`src/rtl/cart_pkg.sv`:
```
// Shared cartridge-side SDRAM constants and the write scheduler state type.
package cart_pkg;

  localparam int unsigned SDRAM_AW   = 25;
  localparam int unsigned SDRAM_DW   = 8;
  localparam int unsigned REQ_LOADER = 0;

  typedef enum logic [1:0] {
    IDLE,
    ISSUE,
    WAIT
  } sched_state_t;

endpackage

```
`src/rtl/rr_arbiter.sv`:
```
// Combinational round-robin picker over inputs 1..N-1 with an absolute override for input 0.
module rr_arbiter
  import cart_pkg::*;
#(
  parameter int unsigned N  = 3,
  parameter int unsigned IW = $clog2(N)
) (
  input  logic [N-1:0]  i_req,
  input  logic [IW-1:0] i_ptr,
  output logic [IW-1:0] o_idx,
  output logic          o_valid
);

  logic [IW:0] w_rank;
  logic [IW:0] w_best;

  always_comb begin
    o_idx   = '0;
    o_valid = 1'b0;
    w_rank  = '0;
    w_best  = '1;
    // Rank is the distance from the pointer in the 1..N-1 rotation; smallest rank wins.
    for (int unsigned j = 1; j < N; j++) begin
      if (i_req[j]) begin
        if ((IW+1)'(j) >= {1'b0, i_ptr})
          w_rank = (IW+1)'(j) - {1'b0, i_ptr};
        else
          w_rank = (IW+1)'(j + N - 1) - {1'b0, i_ptr};
        if (!o_valid || (w_rank < w_best)) begin
          w_best  = w_rank;
          o_idx   = IW'(j);
          o_valid = 1'b1;
        end
      end
    end
    if (i_req[REQ_LOADER]) begin
      o_idx   = IW'(REQ_LOADER);
      o_valid = 1'b1;
    end
  end

endmodule

```
`src/rtl/sdram_wr_sched.sv`:
```
// Shares the single SDRAM write port among cartridge write engines, with a done-pulse watchdog.
module sdram_wr_sched
  import cart_pkg::*;
#(
  parameter int unsigned N_REQ   = 3,
  parameter int unsigned TIMEOUT = 1023
) (
  input  logic                      clk,
  input  logic                      reset_n,
  input  logic [N_REQ-1:0]          req,
  input  logic [N_REQ*SDRAM_AW-1:0] req_addr,
  input  logic [N_REQ*SDRAM_DW-1:0] req_din,
  output logic [N_REQ-1:0]          ack,
  output logic [N_REQ-1:0]          err,
  input  logic                      err_clr,
  output logic                      busy,
  input  logic                      sdram_ready,
  input  logic                      sdram_done,
  output logic                      sdram_req,
  output logic [SDRAM_AW-1:0]       sdram_addr,
  output logic [SDRAM_DW-1:0]       sdram_din
);

  localparam int unsigned IW  = $clog2(N_REQ);
  localparam int unsigned WDW = (TIMEOUT > 0) ? $clog2(TIMEOUT + 1) : 1;

  sched_state_t         r_state, w_state;
  logic [IW-1:0]        r_grant, w_grant;
  logic [IW-1:0]        r_rr, w_rr;
  logic [WDW-1:0]       r_wd, w_wd;
  logic                 r_req, w_req;
  logic [N_REQ-1:0]     r_ack, w_ack;
  logic [N_REQ-1:0]     r_err, w_err;
  logic [SDRAM_AW-1:0]  r_addr, w_addr;
  logic [SDRAM_DW-1:0]  r_din, w_din;

  logic [IW-1:0]        w_arb_idx;
  logic                 w_arb_valid;
  logic [SDRAM_AW-1:0]  w_addr_sel;
  logic [SDRAM_DW-1:0]  w_din_sel;
  logic [N_REQ-1:0]     w_gnt_oh;
  logic                 w_timeout;

  rr_arbiter #(
    .N  (N_REQ),
    .IW (IW)
  ) u_arb (
    .i_req   (req),
    .i_ptr   (r_rr),
    .o_idx   (w_arb_idx),
    .o_valid (w_arb_valid)
  );

  always_comb begin
    w_addr_sel = '0;
    w_din_sel  = '0;
    w_gnt_oh   = '0;
    for (int unsigned j = 0; j < N_REQ; j++) begin
      if (w_arb_idx == IW'(j)) begin
        w_addr_sel = req_addr[j*SDRAM_AW +: SDRAM_AW];
        w_din_sel  = req_din[j*SDRAM_DW +: SDRAM_DW];
      end
      w_gnt_oh[j] = (r_grant == IW'(j));
    end
  end

  assign w_timeout = (TIMEOUT != 0) && (r_wd == WDW'(TIMEOUT));

  always_comb begin
    w_state = r_state;
    w_grant = r_grant;
    w_rr    = r_rr;
    w_wd    = r_wd;
    w_req   = r_req;
    w_ack   = '0;
    w_err   = r_err;
    w_addr  = r_addr;
    w_din   = r_din;
    if (err_clr) w_err = '0;
    unique case (r_state)
      IDLE: begin
        if (w_arb_valid) begin
          w_grant = w_arb_idx;
          w_addr  = w_addr_sel;
          w_din   = w_din_sel;
          if (w_arb_idx != IW'(REQ_LOADER))
            w_rr = (w_arb_idx == IW'(N_REQ - 1)) ? IW'(1) : w_arb_idx + 1'b1;
          w_state = ISSUE;
        end
      end
      ISSUE: begin
        if (sdram_ready) begin
          w_req   = 1'b1;
          w_wd    = '0;
          w_state = WAIT;
        end
      end
      WAIT: begin
        // Done takes precedence over a coincident timeout; a timeout set beats err_clr.
        if (sdram_done) begin
          w_req   = 1'b0;
          w_ack   = w_gnt_oh;
          w_state = IDLE;
        end else if (w_timeout) begin
          w_req   = 1'b0;
          w_ack   = w_gnt_oh;
          w_err   = w_err | w_gnt_oh;
          w_state = IDLE;
        end else if (TIMEOUT != 0) begin
          w_wd = r_wd + 1'b1;
        end
      end
      default: w_state = IDLE;
    endcase
  end

  always_ff @(posedge clk or negedge reset_n) begin
    if (!reset_n) begin
      r_state <= IDLE;
      r_grant <= '0;
      r_rr    <= IW'(1);
      r_wd    <= '0;
      r_req   <= 1'b0;
      r_ack   <= '0;
      r_err   <= '0;
      r_addr  <= '0;
      r_din   <= '0;
    end else begin
      r_state <= w_state;
      r_grant <= w_grant;
      r_rr    <= w_rr;
      r_wd    <= w_wd;
      r_req   <= w_req;
      r_ack   <= w_ack;
      r_err   <= w_err;
      r_addr  <= w_addr;
      r_din   <= w_din;
    end
  end

  assign busy       = (r_state != IDLE);
  assign sdram_req  = r_req;
  assign sdram_addr = r_addr;
  assign sdram_din  = r_din;
  assign ack        = r_ack;
  assign err        = r_err;

endmodule

```
`config.mk`:
```
export PLATFORM = sky130hd
export DESIGN_NAME = sdram_wr_sched
export DESIGN_NICKNAME = d
export VERILOG_FILES = /design/src/rtl/cart_pkg.sv /design/src/rtl/rr_arbiter.sv /design/src/rtl/sdram_wr_sched.sv
export SDC_FILE = /design/constraint.sdc
export NUM_CORES = 1
export LEC_CHECK = 0
export CELL_PAD_IN_SITES_DETAIL_PLACEMENT = 0
export CELL_PAD_IN_SITES_GLOBAL_PLACEMENT = 2
export CORE_ASPECT_RATIO = 1.1
export CORE_MARGIN = 2
export CORE_UTILIZATION = 25
export DETAILED_ROUTE_END_ITERATION = 12
export MAX_ROUTING_LAYER = met4
export PLACE_DENSITY = 0.85
export REMOVE_ABC_BUFFERS = 1
export SYNTH_ARGS = -nofsm -noshare
export SYNTH_HDL_FRONTEND = slang
export SYNTH_SLANG_ARGS = --single-unit
```
`constraint.sdc`:
```
create_clock -name clk -period 5.62 [get_ports clk]
set_clock_uncertainty 0.15 [all_clocks]
set_input_delay 0.562 -clock clk [delete_from_list [all_inputs] [get_ports clk]]
set_output_delay 0.562 -clock clk [all_outputs]
set_load 0.1 [all_outputs]
```
Word-level counts from Yosys, hierarchy flattened
Index checks and enable logic that the tools add are counted.
{ "totals": {"elab_cells": 83, "reg_bits": 56} }
{ "classes": {"n_reduce_logical": 13, "add_sub_neg": 6, "n_mux": 39, "n_bitwise": 1, "n_lt_le_gt_ge": 3, "n_eq_ne": 12} }
{ "op_table": {"columns": ["cell", "count"], "rows": [
  ["$mux W25", 3],
  ["$mux W3", 11],
  ["$mux W10", 3],
  ["$mux W8", 3],
  ["$pmux W10 S2", 1],
  ["$mux W2", 8],
  ["$add A10 B1 Y10 const B", 1],
  ["$eq A10 B10 Y1 const B", 1],
  ["$reduce_and A3 Y1", 3],
  ["$mux W1", 8],
  ["$eq A2 B1 Y1 const B", 3],
  ["$eq A2 B2 Y1 const B", 3],
  ["$logic_not A2 Y1", 3],
  ["$ne A2 B2 Y1 const B", 3],
  ["$pmux W2 S3", 1],
  ["$reduce_bool A2 Y1", 3],
  ["$sub A2 B2 Y3 const A", 2],
  ["$reduce_and A4 Y1", 1],
  ["$lt A3 B3 Y1", 1],
  ["$ne A3 B3 Y1 const B", 1],
  ["$or A3 B3 Y3", 1],
  ["$sub A1 B2 Y3 const A", 1],
  ["$sub A3 B2 Y3 const A", 1],
  ["$add A2 B1 Y2 const B", 1],
  ["7 further kinds", 7]
]} }

Longest topological paths before layout
{ "depth": {"word_depth": 12, "mapped_depth": 8} }

Hierarchy
Synthesis repeated with hierarchy kept, for this count alone.
{ "hier_totals": {"cells_unflattened": 334, "area_unflattened_um2": 3006.6} }
{ "modules_own_cells": {"columns": ["module", "area_each_um2", "n_inst", "cells_per_inst", "seq_area_each_um2"], "rows": [
  ["sdram_wr_sched", 2910.3, 1, 321, 1402.6],
  ["rr_arbiter", 96.3, 1, 13, 0.0]
]} }

Worst setup path after synthesis
No wires, ideal clock.
{ "synth_path": {"kind": "input to register", "from": "in req[1]", "to": "reg r_rr[1]", "setup_slack_ps": 3184, "n_path_buf": 2, "setup_ps": 126, "required_time_ps": 5344, "path_stages": 6, "arrival_ps": 2160, "path_cell_list": "clkbuf_1 clkbuf_1 ha_1 a211oi_1 nor2_1 o32a_1"} }
{ "synth_between": {"elab_chain_cells": 8} }
{ "synth_rtl": {"columns": ["item", "line_no", "text"], "rows": [
  ["from (decl)", "sdram_wr_sched.sv:10", "input logic [N_REQ-1:0] req,"],
  ["$mux W3 / $mux W1 (equally long branches)", "rr_arbiter.sv:24", "if (i_req[j]) begin"],
  ["$lt A3 B3 Y1 / $logic_not A1 Y1 (equally long branches)", "rr_arbiter.sv:29", "if (!o_valid || (w_rank < w_best)) begin"],
  ["$logic_or A1 B1 Y1", "rr_arbiter.sv:29", null],
  ["$mux W2", "rr_arbiter.sv:29", null],
  ["$mux W2", "rr_arbiter.sv:24", null],
  ["$mux W2", "rr_arbiter.sv:36", "if (i_req[REQ_LOADER]) begin"],
  ["$add A2 B1 Y2, or another cell as far along", "sdram_wr_sched.sv:87", "w_rr = (w_arb_idx == IW'(N_REQ - 1)) ? IW'(1) : w_arb_idx + 1'b1;"],
  ["$mux W2 / $reduce_and A3 Y1 (equally long branches)", null, null],
  ["to (signal assigned)", "sdram_wr_sched.sv:131", "r_rr <= w_rr;"],
  ["to (decl)", "sdram_wr_sched.sv:29", "logic [IW-1:0] r_rr, w_rr;"]
]} }
Parallel ways exist; a longest one is shown, timed or not.
A chain may end at the register's enable or synchronous reset.

Worst setup path in the final report
{ "layout_path": {"from": "reg r_state[0]", "to": "out busy"} }
{ "layout_between": {"elab_chain_cells": 1} }
{ "layout_rtl": {"columns": ["item", "line_no", "text"], "rows": [
  ["from (decl)", "sdram_wr_sched.sv:27", "sched_state_t r_state, w_state;"],
  ["from (signal assigned)", "sdram_wr_sched.sv:129", "r_state <= w_state;"],
  ["$reduce_bool A2 Y1", "sdram_wr_sched.sv:141", "assign busy = (r_state != IDLE);"],
  ["to (decl)", "sdram_wr_sched.sv:16", "output logic busy,"]
]} }
Every way passes these cells.

==> flow_summary.json <==
{
  "status": "finished clean",
  "grt_usage_pct": 17.9,
  "worst_pin_slew_ps": 1320,
  "syn-instance-count": 420,
  "hold_class": "in -> async",
  "ys_ff_latch": 56,
  "cts_buffer_depth": 2,
  "slew_headroom_pct": 11.7,
  "layout_common_cells": "clkdlybuf4s50_1, nand2_1, o21ai_0",
  "cts.hold.buffers_added": 0,
  "htreeDepth": 2,
  "cts_setup_buffers": 0,
  "rsz0062_at_grt": "false",
  "syn_area_um2": 3370,
  "synth-edff-count": 0,
  "finalHoldViolations": 0,
  "start_kind": "flip-flop",
  "area_growth_pct": 52.4,
  "placed_area_um2": 4980,
  "max_freq_mhz": 332,
  "worstPathMaxFanout": 36,
  "final_common_cell": "clkdlybuf4s50_1",
  "routed_wl_mm": 12.2,
  "dpl.hpwl_mm": 8.46,
  "synth_compound_area_share_pct": 36.3,
  "critical_path_required_ps": 4910,
  "gp_congestion": 0.789,
  "period_share_pct": 53.6,
  "cp_slowest_cell": "clkdlybuf4s50_1",
  "fin_crit_ps": 3010,
  "ant_nets": 0,
  "ys_warn_count": 0,
  "clk_latency_ps": 290,
  "grt_max_degree": 57,
  "p_leak_nw": 2.02,
  "synth_fa_ha_area_share_pct": 1.11,
  "setup_violations": 0,
  "ys_async_sr_fraction_pct": 100,
  "vdd_drop_max_v": 0.000206,
  "num_vias": 3700,
  "rows": 44,
  "die_y_um": 126,
  "path_buf_inv": 3,
  "cts_buffers": 5,
  "diodes": 0,
  "cts_tree": "yes",
  "port_buffers": 147,
  "final_area_um2": 5140,
  "io_pins": 148,
  "clockRootBuffer": "clkbuf_16",
  "final_max_slew_viol_count": 0,
  "cts.sink_count": 56,
  "path_delay_family": "buffers and inverters",
  "ys_seq_area_share_pct": 41.6,
  "layout.nets": 655,
  "yosys.area_share.simple_pct": 14.8,
  "path_cells": "nor2_2, buf_4, inv_1, clkdlybuf4s50_1",
  "ys_types": 41,
  "first_iter_violations": 233,
  "vias_per_cell": 5.24,
  "first_pass_iters": 5,
  "powerDensity_nw_per_um2": 579,
  "grt_pass1_wl_mm": 20.1,
  "synth.area.mux_share_pct": 0.891,
  "synthFlopType": "dfrtp_1",
  "path_class": "reg -> out",
  "core_um2": 13200,
  "tns_ps": 0,
  "avgSynthCellArea_um2": 8.03,
  "cp-end-kind": "primary output",
  "grt_pass1_vias": 3826,
  "arrival_ps": 2300,
  "post_drt_wl_per_cell_um": 17.2,
  "synth_xor_area_share_pct": 0,
  "antenna_found_initial": 0,
  "drc": 0,
  "drv_cap": 0,
  "clk_pin_slew_worst_paths_ps": 70,
  "die_w_um": 115,
  "grt.overflow.total": 0,
  "postCtsResizedCells": 0,
  "start_util_pct": 25.5,
  "drive_gt1_share_pct": 4.59,
  "die_area_um2": 14400,
  "synth_top_family_by_area": "compound AO/OA/AOI/OAI gates",
  "max_stage_delay_ps": 1140
}
## final timing paths
kind / from / end / slack [ps] / depth (start not counted)
max reg2reg: r_rr[0] / sdram_din[5] / 2960 / 6
min in group clk: r_wd[5] / r_wd[5] / 350 / 1
min reg2reg: r_wd[5] / r_wd[5] / 350 / 1
max in group asynchronous: reset_n / sdram_addr[8] / 4570 / 2
max: r_state[0] / busy / 2610 / 4
min: reset_n / ack[1] / 260 / 2
## area by class of cell
| type | instances | area, um2 |
|---|---|---|
| inverter | 9 | 33.8 |
| sequential | 56 | 1400 |
| multi-input combinational | 319 | 1830 |
| timing repair buffer | 154 | 1510 |
| clock buffer | 7 | 153 |
| fill | 1343 | 8080 |
| tap | 161 | 201 |
## where the power goes
part | leakage (nW) | internal (mW) | switching [mW]
clock network | 0.0760 | 0.188 | 0.144
logic | 1.24 | 0.536 | 1.42
registers | 0.701 | 0.564 | 0.122
total | 2.02 | 1.29 | 1.69
## sequential cells by signal, summed over array words and instances (netlist names)
signal      cells
r_wd           10
sdram_req       1
r_state         2
r_grant         2
r_rr            2
sdram_addr     25
ack             3
err             3
sdram_din       8
## worst register-to-register path, stage by stage (launching register included)
cell and delay (ps):
dfstp_2 590, nor2_1 60, ha_1 330, a211o_1 780, a31oi_1 360, nand2_1 80, a22o_1 200
## synthesized netlist by cell type (2+ instances only)
| library cell | instances | area share (%) |
|---|---|---|
| mux2i_1 | 3 | 0.89 |
| or2_2 | 2 | 0.37 |
| nand2b_1 | 5 | 0.93 |
| or3_1 | 2 | 0.37 |
| nand3b_1 | 2 | 0.45 |
| o41ai_1 | 2 | 0.52 |
| ha_1 | 3 | 1.1 |
| o21ai_0 | 72 | 11 |
| o22ai_1 | 2 | 0.37 |
| a22o_1 | 33 | 8.6 |
| a21oi_1 | 36 | 5.3 |
| o21a_1 | 3 | 0.67 |
| o311ai_0 | 2 | 0.52 |
| inv_1 | 9 | 1.0 |
| nand3_1 | 5 | 0.74 |
| clkbuf_1 | 33 | 3.7 |
| buf_1 | 2 | 0.22 |
| a31oi_1 | 33 | 6.1 |
| nor2_1 | 13 | 1.4 |
| nor3_1 | 5 | 0.74 |
| o31ai_1 | 5 | 1.1 |
| dfrtp_1 | 55 | 41 |
| nand2_1 | 75 | 8.3 |
## per-layer routing
layer / track usage, % / up-vias / part of all wire [%]
li1: - / 1795 / -
met1: 23.4 / 1726 / 45
met2: 29.8 / 167 / 48
met3: 2.65 / 12 / 6.0
met4: 3.26 / 0 / 0.94
met5: - / - / 0
## cell families after synthesis
| group | Yosys count |
|---|---|
| simple gates | 115 |
| buf+inv | 45 |
| flops | 56 |
| fa+ha+maj | 3 |
| mux | 3 |
| other cells | 1 |
| compound gates | 197 |
## metrics by stage
stage	std cells	power, mW	setup WS (ps)	hold slack, ps	util, %
after floorplan	384	2.07	2110	116	-
after global placement	699	2.65	2550	332	37.7
after detailed placement	699	2.66	2500	339	37.7
after CTS	706	3.00	2600	303	38.9
after global routing	706	3.13	2500	336	38.9
final	706	2.97	2610	255	38.9
Power figures use the tool's default switching activity.
